<file path="src/rtl/duty_ramp_limiter.sv">
`default_nettype none
// ============================================================================
// Module   : duty_ramp_limiter
// Purpose  : Signed speed command -> slew-limited duty magnitude + direction,
//            with a forced ramp to zero and dwell before any reversal.
// Revision : 1.0  initial release
// ============================================================================
module duty_ramp_limiter #(
    parameter int DUTY_CYCLE_WIDTH    = 10,
    parameter int MAX_DUTY_CYCLE      = 'h3FF,
    parameter int STEP_SIZE           = 1,
    parameter int STEP_DIVIDER        = 1024,
    parameter int REVERSE_HOLD_CYCLES = 4096
) (
    input  logic                        clk,
    input  logic                        rst_n,
    input  logic                        en,
    input  logic [DUTY_CYCLE_WIDTH:0]   cmd,
    input  logic                        cmd_valid,
    output logic                        cmd_ready,
    input  logic                        fault_in,
    output logic [DUTY_CYCLE_WIDTH-1:0] duty_cycle,
    output logic                        direction,
    output logic                        at_target,
    output logic                        busy_reverse
);

    localparam int W  = DUTY_CYCLE_WIDTH;
    localparam int PW = (STEP_DIVIDER > 1) ? $clog2(STEP_DIVIDER) : 1;
    localparam int HW = (REVERSE_HOLD_CYCLES > 1) ? $clog2(REVERSE_HOLD_CYCLES) : 1;

    localparam logic [W-1:0]  c_max        = W'(MAX_DUTY_CYCLE);
    localparam logic [W-1:0]  c_step       = W'(STEP_SIZE);
    localparam logic [PW-1:0] c_presc_last = PW'(STEP_DIVIDER - 1);
    localparam logic [HW-1:0] c_hold_load  = HW'(REVERSE_HOLD_CYCLES - 1);

    typedef enum logic [2:0] {
        ST_IDLE      = 3'd0,
        ST_RAMP      = 3'd1,
        ST_DECEL_REV = 3'd2,
        ST_HOLD      = 3'd3,
        ST_FAULT     = 3'd4
    } state_t;

    state_t        state_q, state_d;
    logic [W-1:0]  duty_q, duty_d;
    logic          dir_q, dir_d;
    logic [W-1:0]  tgt_mag_q, tgt_mag_d;
    logic          tgt_dir_q, tgt_dir_d;
    logic          at_target_q, at_target_d;
    logic          cmd_ready_q, cmd_ready_d;
    logic [PW-1:0] presc_q, presc_d;
    logic [HW-1:0] hold_q, hold_d;

    logic          w_capture;
    logic [W:0]    w_cmd_abs;
    logic          w_tick;
    logic          w_same_dir;
    logic [W-1:0]  w_goal;
    logic [W:0]    w_up;
    logic [W:0]    w_dn_room;
    logic [W-1:0]  w_step;
    logic [W-1:0]  w_duty_stepped;

    assign w_capture  = cmd_valid & cmd_ready_q;
    // One extra bit so the most-negative command yields 2^W rather than wrapping.
    assign w_cmd_abs  = cmd[W] ? (~cmd + (W+1)'(1)) : cmd;
    assign w_tick     = en & (presc_q == c_presc_last);
    assign w_same_dir = (tgt_dir_q == dir_q);
    assign w_goal     = w_same_dir ? tgt_mag_q : '0;

    // Step toward the goal, landing exactly on it instead of overshooting.
    assign w_up      = {1'b0, duty_q} + {1'b0, c_step};
    assign w_dn_room = {1'b0, duty_q} - {1'b0, w_goal};

    always_comb begin
        w_step = duty_q;
        if (w_goal > duty_q) begin
            w_step = (w_up >= {1'b0, w_goal}) ? w_goal : w_up[W-1:0];
        end else if (w_goal < duty_q) begin
            w_step = (w_dn_room <= {1'b0, c_step}) ? w_goal : (duty_q - c_step);
        end
    end

    assign w_duty_stepped = w_tick ? w_step : duty_q;

    always_comb begin
        state_d     = state_q;
        duty_d      = duty_q;
        dir_d       = dir_q;
        presc_d     = presc_q;
        hold_d      = hold_q;
        cmd_ready_d = en;
        tgt_mag_d   = tgt_mag_q;
        tgt_dir_d   = tgt_dir_q;

        if (w_capture) begin
            tgt_mag_d = (w_cmd_abs > {1'b0, c_max}) ? c_max : w_cmd_abs[W-1:0];
            if (cmd != '0) begin
                tgt_dir_d = ~cmd[W];
            end
        end

        if (!en) begin
            state_d = ST_IDLE;
            duty_d  = '0;
            presc_d = '0;
            hold_d  = '0;
        end else begin
            presc_d = (presc_q == c_presc_last) ? '0 : presc_q + PW'(1);
            if (fault_in) begin
                state_d = ST_FAULT;
                duty_d  = '0;
            end else begin
                case (state_q)
                    ST_IDLE: begin
                        duty_d = '0;
                        if (tgt_mag_q != '0) begin
                            if (w_same_dir) begin
                                state_d = ST_RAMP;
                            end else begin
                                state_d = ST_HOLD;
                                hold_d  = c_hold_load;
                            end
                        end
                    end
                    ST_RAMP: begin
                        duty_d = w_duty_stepped;
                        if (!w_same_dir) begin
                            state_d = ST_DECEL_REV;
                        end else if (duty_q == '0 && tgt_mag_q == '0) begin
                            state_d = ST_IDLE;
                        end
                    end
                    ST_DECEL_REV: begin
                        if (duty_q == '0) begin
                            state_d = ST_HOLD;
                            hold_d  = c_hold_load;
                        end else begin
                            duty_d = w_duty_stepped;
                            if (w_same_dir) begin
                                state_d = ST_RAMP;
                            end
                        end
                    end
                    ST_HOLD: begin
                        duty_d = '0;
                        if (w_same_dir) begin
                            state_d = ST_IDLE;
                            hold_d  = '0;
                        end else if (hold_q == '0) begin
                            dir_d   = tgt_dir_q;
                            state_d = (tgt_mag_q != '0) ? ST_RAMP : ST_IDLE;
                        end else begin
                            hold_d = hold_q - HW'(1);
                        end
                    end
                    ST_FAULT: begin
                        // Rearm only after the host has parked the target at zero.
                        duty_d = '0;
                        if (tgt_mag_q == '0) begin
                            state_d = ST_IDLE;
                        end
                    end
                    default: begin
                        state_d = ST_IDLE;
                        duty_d  = '0;
                    end
                endcase
            end
        end

        at_target_d = (duty_d == tgt_mag_d) && (dir_d == tgt_dir_d);
    end

    always_ff @(posedge clk) begin
        if (!rst_n) begin
            state_q     <= ST_IDLE;
            duty_q      <= '0;
            dir_q       <= 1'b1;
            tgt_mag_q   <= '0;
            tgt_dir_q   <= 1'b1;
            at_target_q <= 1'b1;
            cmd_ready_q <= 1'b0;
            presc_q     <= '0;
            hold_q      <= '0;
        end else begin
            state_q     <= state_d;
            duty_q      <= duty_d;
            dir_q       <= dir_d;
            tgt_mag_q   <= tgt_mag_d;
            tgt_dir_q   <= tgt_dir_d;
            at_target_q <= at_target_d;
            cmd_ready_q <= cmd_ready_d;
            presc_q     <= presc_d;
            hold_q      <= hold_d;
        end
    end

    assign duty_cycle   = duty_q;
    assign direction    = dir_q;
    assign at_target    = at_target_q;
    assign cmd_ready    = cmd_ready_q;
    assign busy_reverse = (state_q == ST_DECEL_REV) || (state_q == ST_HOLD);

endmodule
`default_nettype wire
</file>
<file path="config.mk">
export PLATFORM = sky130hd
export DESIGN_NAME = duty_ramp_limiter
export DESIGN_NICKNAME = d
export VERILOG_FILES = /design/src/rtl/duty_ramp_limiter.sv
export SDC_FILE = /design/constraint.sdc
export NUM_CORES = 1
export LEC_CHECK = 0
export ABC_AREA = 1
export ABC_CLOCK_PERIOD_IN_PS = 3620
export BUFFER_PORTS_ARGS = -buffer_cell sky130_fd_sc_hd__buf_2
export CAP_MARGIN = 0
export CORE_MARGIN = 4
export CORE_UTILIZATION = 30
export CTS_CLUSTER_DIAMETER = 200
export DETAILED_ROUTE_END_ITERATION = 10
export PLACE_DENSITY_LB_ADDON = 0.3
export REMOVE_ABC_BUFFERS = 1
export SETUP_SLACK_MARGIN = 0.05
export SYNTH_ARGS = -nofsm -noshare
export SYNTH_HDL_FRONTEND = slang
export SYNTH_SLANG_ARGS = --single-unit
</file>
<file path="constraint.sdc">
create_clock -name clk -period 3.62 [get_ports clk]
set_input_delay 0.181 -clock clk [delete_from_list [all_inputs] [get_ports clk]]
set_output_delay 0.181 -clock clk [all_outputs]
set_load 0.01 [all_outputs]
</file>
======== Word-level counts from Yosys, hierarchy flattened ========
Index checks and enable logic that the tools add are counted.
operators by class
  add/subtract/negate cells ............... 6
  equality and inequality tests ........... 21
  multiplexer cells ....................... 38
  reduce and logical (&&, ||, !) cells .... 16
  order comparisons ....................... 5
  bitwise operators ....................... 7
operators by type and width
  operator               count
  $mux 10                11
  $mux 12                5
  $pmux 12 s3            1
  $mux 3                 9
  $logic_not 10->1       2
  $pmux 10 s2            1
  $ne 3x3->1 const B     6
  $pmux 3 s5             1
  $logic_not 12->1       1
  $ne 4x4->1 const B     3
  $sub 12x1->12 const B  1
  $add 10x1->11 const B  1
  $add 11x1->11 const B  1
  $ge 11x10->1           1
  $gt 11x10->1 const B   1
  $le 11x1->1 const B    1
  $mux 11                1
  $not 11->11            1
  $reduce_bool 11->1     1
  $sub 10x10->11         1
  $add 10x1->10 const B  1
  $eq 10x10->1           1
  $eq 10x10->1 const B   1
  $gt 10x10->1           1
  20 further kinds       39
storage, ports and cells
  flip-flop bits (word level) ............. 49
  output and inout port bits .............. 14

======== Depth between registers and ports, before layout ========
  word-level depth ........................ 14
  depth in mapped cells ................... 31
  depth with buffers taken out ............ 30

======== Least setup slack after synthesis ========
No wires, ideal clock.
  kind .................................... reg2reg
  start ................................... reg duty_q[2], in the netlist duty_cycle[2]
  end ..................................... reg at_target_q, in the netlist at_target
  arrival ................................. 2.958 ns
  path buffers ............................ 2
  setup time .............................. 0.113 ns
  period minus slack after synthesis ...... 3.071 ns
  setup slack ............................. 0.549 ns
  stages on the path, launching flop included .. 25
  cell sequence ........................... dfxtp_1 -> buf_4 -> inv_2 -> nor3_2 -> nand3_1 -> nand3b_4 -> xor2_1 -> inv_1 -> ha_1 -> nand2_1 -> nand3b_2 -> nand3b_2 -> nand3_4 -> buf_6 -> nand2_2 -> o21ai_2 -> nand2_2 -> o211ai_2 -> nand2_2 -> nand3_2 -> nand2_1 -> nand2_1 -> nor2_2 -> nand3_1 -> nand2_1
on the way
  cells in the longest elaborated chain, start to end .. 12
ends and longest elaborated chain
  item                      line  source
  start: declaration        46    logic [W-1:0] duty_q, duty_d;
  start signal: assignment  189   duty_q <= duty_d;
  $sub 10x10->11            74    assign w_dn_room = {1'b0, duty_q} - {1'b0, w_goal};
  $le 11x1->1               81    w_step = (w_dn_room <= {1'b0, c_step}) ? w_goal : (duty_q - c_step);
  $mux 10                   81
  $mux 10                   80    end else if (w_goal < duty_q) begin
  $mux 10                   78    if (w_goal > duty_q) begin
  $mux 10                   85    assign w_duty_stepped = w_tick ? w_step : duty_q;
  $mux 10                   136   if (duty_q == '0) begin
  $pmux 10 s2 *             115   case (state_q)
  $mux 10 *                 111   if (fault_in) begin
  $mux 10 *                 104   if (!en) begin
  $eq 10x10->1 *            173   at_target_d = (duty_d == tgt_mag_d) && (dir_d == tgt_dir_d);
  $logic_and 1x1->1 *       173
  end signal: assignment    193   at_target_q <= at_target_d;
  end: declaration          50    logic at_target_q, at_target_d;
Every way passes the cells marked *; elsewhere a longest branch is shown, timed or not.
A chain may end at the register's enable or synchronous reset.

======== Worst setup path in the final report ========
  start ................................... reg duty_q[1], in the netlist duty_cycle[1]
  end ..................................... reg at_target_q, in the netlist at_target
The elaborated chain is that of the path after synthesis.

==> metrics.cfg <==
[clocking]
clk_latency_ps=300
hold_buffers=0
numCtsBuffers=5
cts_htree_levels=2
cts.sinks=49
cts-root-buf=clkbuf_16
cts_tree=yes
clockBufferDepth=2
cts.clk_slew.worst_paths_ps=70

[logic_synthesis]
synth_top_family_by_area=simple AND/OR/NAND/NOR gates
synth_top_area_share_pct=20.9
synth_area_leaders=dfxtp_1 21%, nand2_1 14%, inv_1 9.9%, ha_1 6.7%, nor2_1 6.2%
synth_area_mm2=0.00470
netlist_instances=741
synth.most_common_cell=nand2_1
synthXorXnorAreaFrac_pct=4.84
muxShareOfSynthArea_pct=0
avgSynthCellArea_um2=6.35
synthTopCellsByCount=176 x nand2_1, 124 x inv_1, 78 x nor2_1, 49 x dfxtp_1, 45 x nand3_1
synth_compound_area_share_pct=13.0
synth_edf_count=0
yosysSeqAreaShare_pct=20.9
ys.warnings.count=0
synth_cell_types=54
synth_fa_ha_area_share_pct=7.08
synth_top_area_cell=dfxtp_1
synthArstFlopShare_pct=0
synth_top_flop_cell=dfxtp_1
synthSimpleGateAreaFrac_pct=41.7
synth-seq-cells=49

[global_route]
grt_overflow=0
grt_usage_pct=14.3
grt_pass1_vias=4454
antenna_found_initial=0
grt_max_degree=21
grt_pass1_wl_um=21400

[pwr]
p_leak_nw=2.80
power.density_mw_per_mm2=283
max-vdd-ir-drop_mv=0.236
totalPowerFinal_mw=1.59

[routing]
drtAntennaViolNets=0
vias=4860
via_per_inst=4.83
totalWireLength_um=13000
wl_per_cell_um=12.9
drc=0
drt-pass1-iter-count=5
drt-initial-drc-count=271

[timing]
max_slew_margin_pct=55.7
fin_ws_ps=294
period_share_pct=91.9
worstMarginPinSlew_ps=664
final_hold_viol_count=0
rsz0062_at_grt=no
fin_tns_setup_ps=0
drv_slew=0
clock-skew-final_ps=5.08
setup_viol=0
fin_crit_ps=3330
clock.fmax_mhz=301

[floorplanning]
die-area_mm2=0.0177
io_pins=30
die-width_um=133
rows=45
core_mm2=0.0153
die_y_um=133
initial_utilization_pct=30.8

[layout]
nNetsFinal=837
fin_area_mm2=0.00562
layout-drive-gt1-share_pct=22.7
syn2layout_area_growth_pct=19.4
multiInputGateArea_mm2=0.00333
antenna_cells=0
regArea_um2=997
fillers=1624

[worst_setup_path]
endpoint_kind=flip-flop
crit_required_ps=3810
path_class=reg -> reg
path_max_fanout=7
critPathLaunchType=flip-flop
critPathArrivalTime_ps=3520

[placement]
pre_cts_ws_ps=129
dpl_cell_area_mm2=0.00515
post-dp-hpwl_um=10200
place_congestion=0.866
numPortBuffers=29

[worst_hold_path]
hold_class=in -> reg

[run]
maxCapViolCount=0

[outcome]
status=finished clean

==> through the flow <==
step | util (%) | hold slack [ps] | cells
6_report | 36.8 | 112 | 1007
5_1_grt | 36.8 | 103 | 1007
4_1_cts | 34.8 | 107 | 993
3_5_place_dp | 33.8 | 417 | 985
3_3_place_gp | 33.8 | 421 | 985
2_1_floorplan | - | 250 | 727
==> final timing paths <==
kind / end / slack [ps] / start / cells past startpoint
min reg2reg: presc_q[0] / 450 / presc_q[0] / 1
min: tgt_dir_q / 110 / rst_n / 2
max: at_target / 290 / duty_cycle[1] / 21
max reg2reg: at_target / 290 / duty_cycle[1] / 21
==> per-layer routing <==
| layer | vias up | GRT usage, % | wire (um) |
|---|---|---|---|
| li1 | 2515 | - | - |
| met1 | 2183 | 19.6 | 6270 |
| met2 | 136 | 23.3 | 5860 |
| met3 | 26 | 1.77 | 576 |
| met4 | 0 | 4.69 | 312 |
| met5 | - | 0 | 0 |
==> repair_timing <==
action | in CTS | in global routing
resized for setup | 0 | 57
endpoints found under the setup margin | 0 | 2
setup buffers | 0 | 12
==> report_power, final <==
| part | internal, mW | leakage (nW) | switching [mW] |
|---|---|---|---|
| sequential | 0.552 | 0.400 | 0.0124 |
| clock | 0.266 | 0.0763 | 0.237 |
| combinational | 0.191 | 2.32 | 0.330 |
| total | 1.01 | 2.80 | 0.580 |
==> critical path, cell delays in order, from the launching register on <==
cell      delay (ps)
dfxtp_4          400
ha_1             180
nand3_1          170
nor3_2           170
xor2_1           170
inv_1             90
ha_1             330
a21oi_1          170
o211ai_1         170
nor2_4           200
nand3_2          230
buf_4            200
o21ai_2          110
nand2_2           60
o211ai_2          90
nand2_2           80
nand3_2           70
nand2_1           50
nand2_1          110
nor2_2            40
nand3_1           70
nand2_1           50
==> flip-flops by register name (all words and copies together) (netlist names), 3 cells and up <==
name,cells
duty_cycle,10
hold_q,12
tgt_mag_q,10
state_q,3
presc_q,10
==> cell families after synthesis <==
logic type,count (synthesis)
compound gates,96
xor+xnor,26
flops,49
simple gates,398
buf+inv,146
fa+ha+maj,26
==> cell usage in the layout, fill, tap and decap left out, drive strengths merged, types with 6 or more instances in the layout <==
cell type	n
nand2	186
inv	133
nor2	89
nand3	61
buf	59
dfxtp	49
o21ai	34
a21oi	30
ha	25
nand4	24
xor2	21
nor3	14
or2	9
o211ai	9
a221oi	8
nor4	6
==> final cells by class <==
type                       instances  area share (%)
timing repair buffer              59            6.73
clock buffer                       5            2.23
multi-input combinational        548            59.2
tap                              211            4.70
inverter                         132            8.86
sequential                        49            17.8
clock inverter                     3           0.512
No activity file was read; power rests on OpenSTA's default activity.
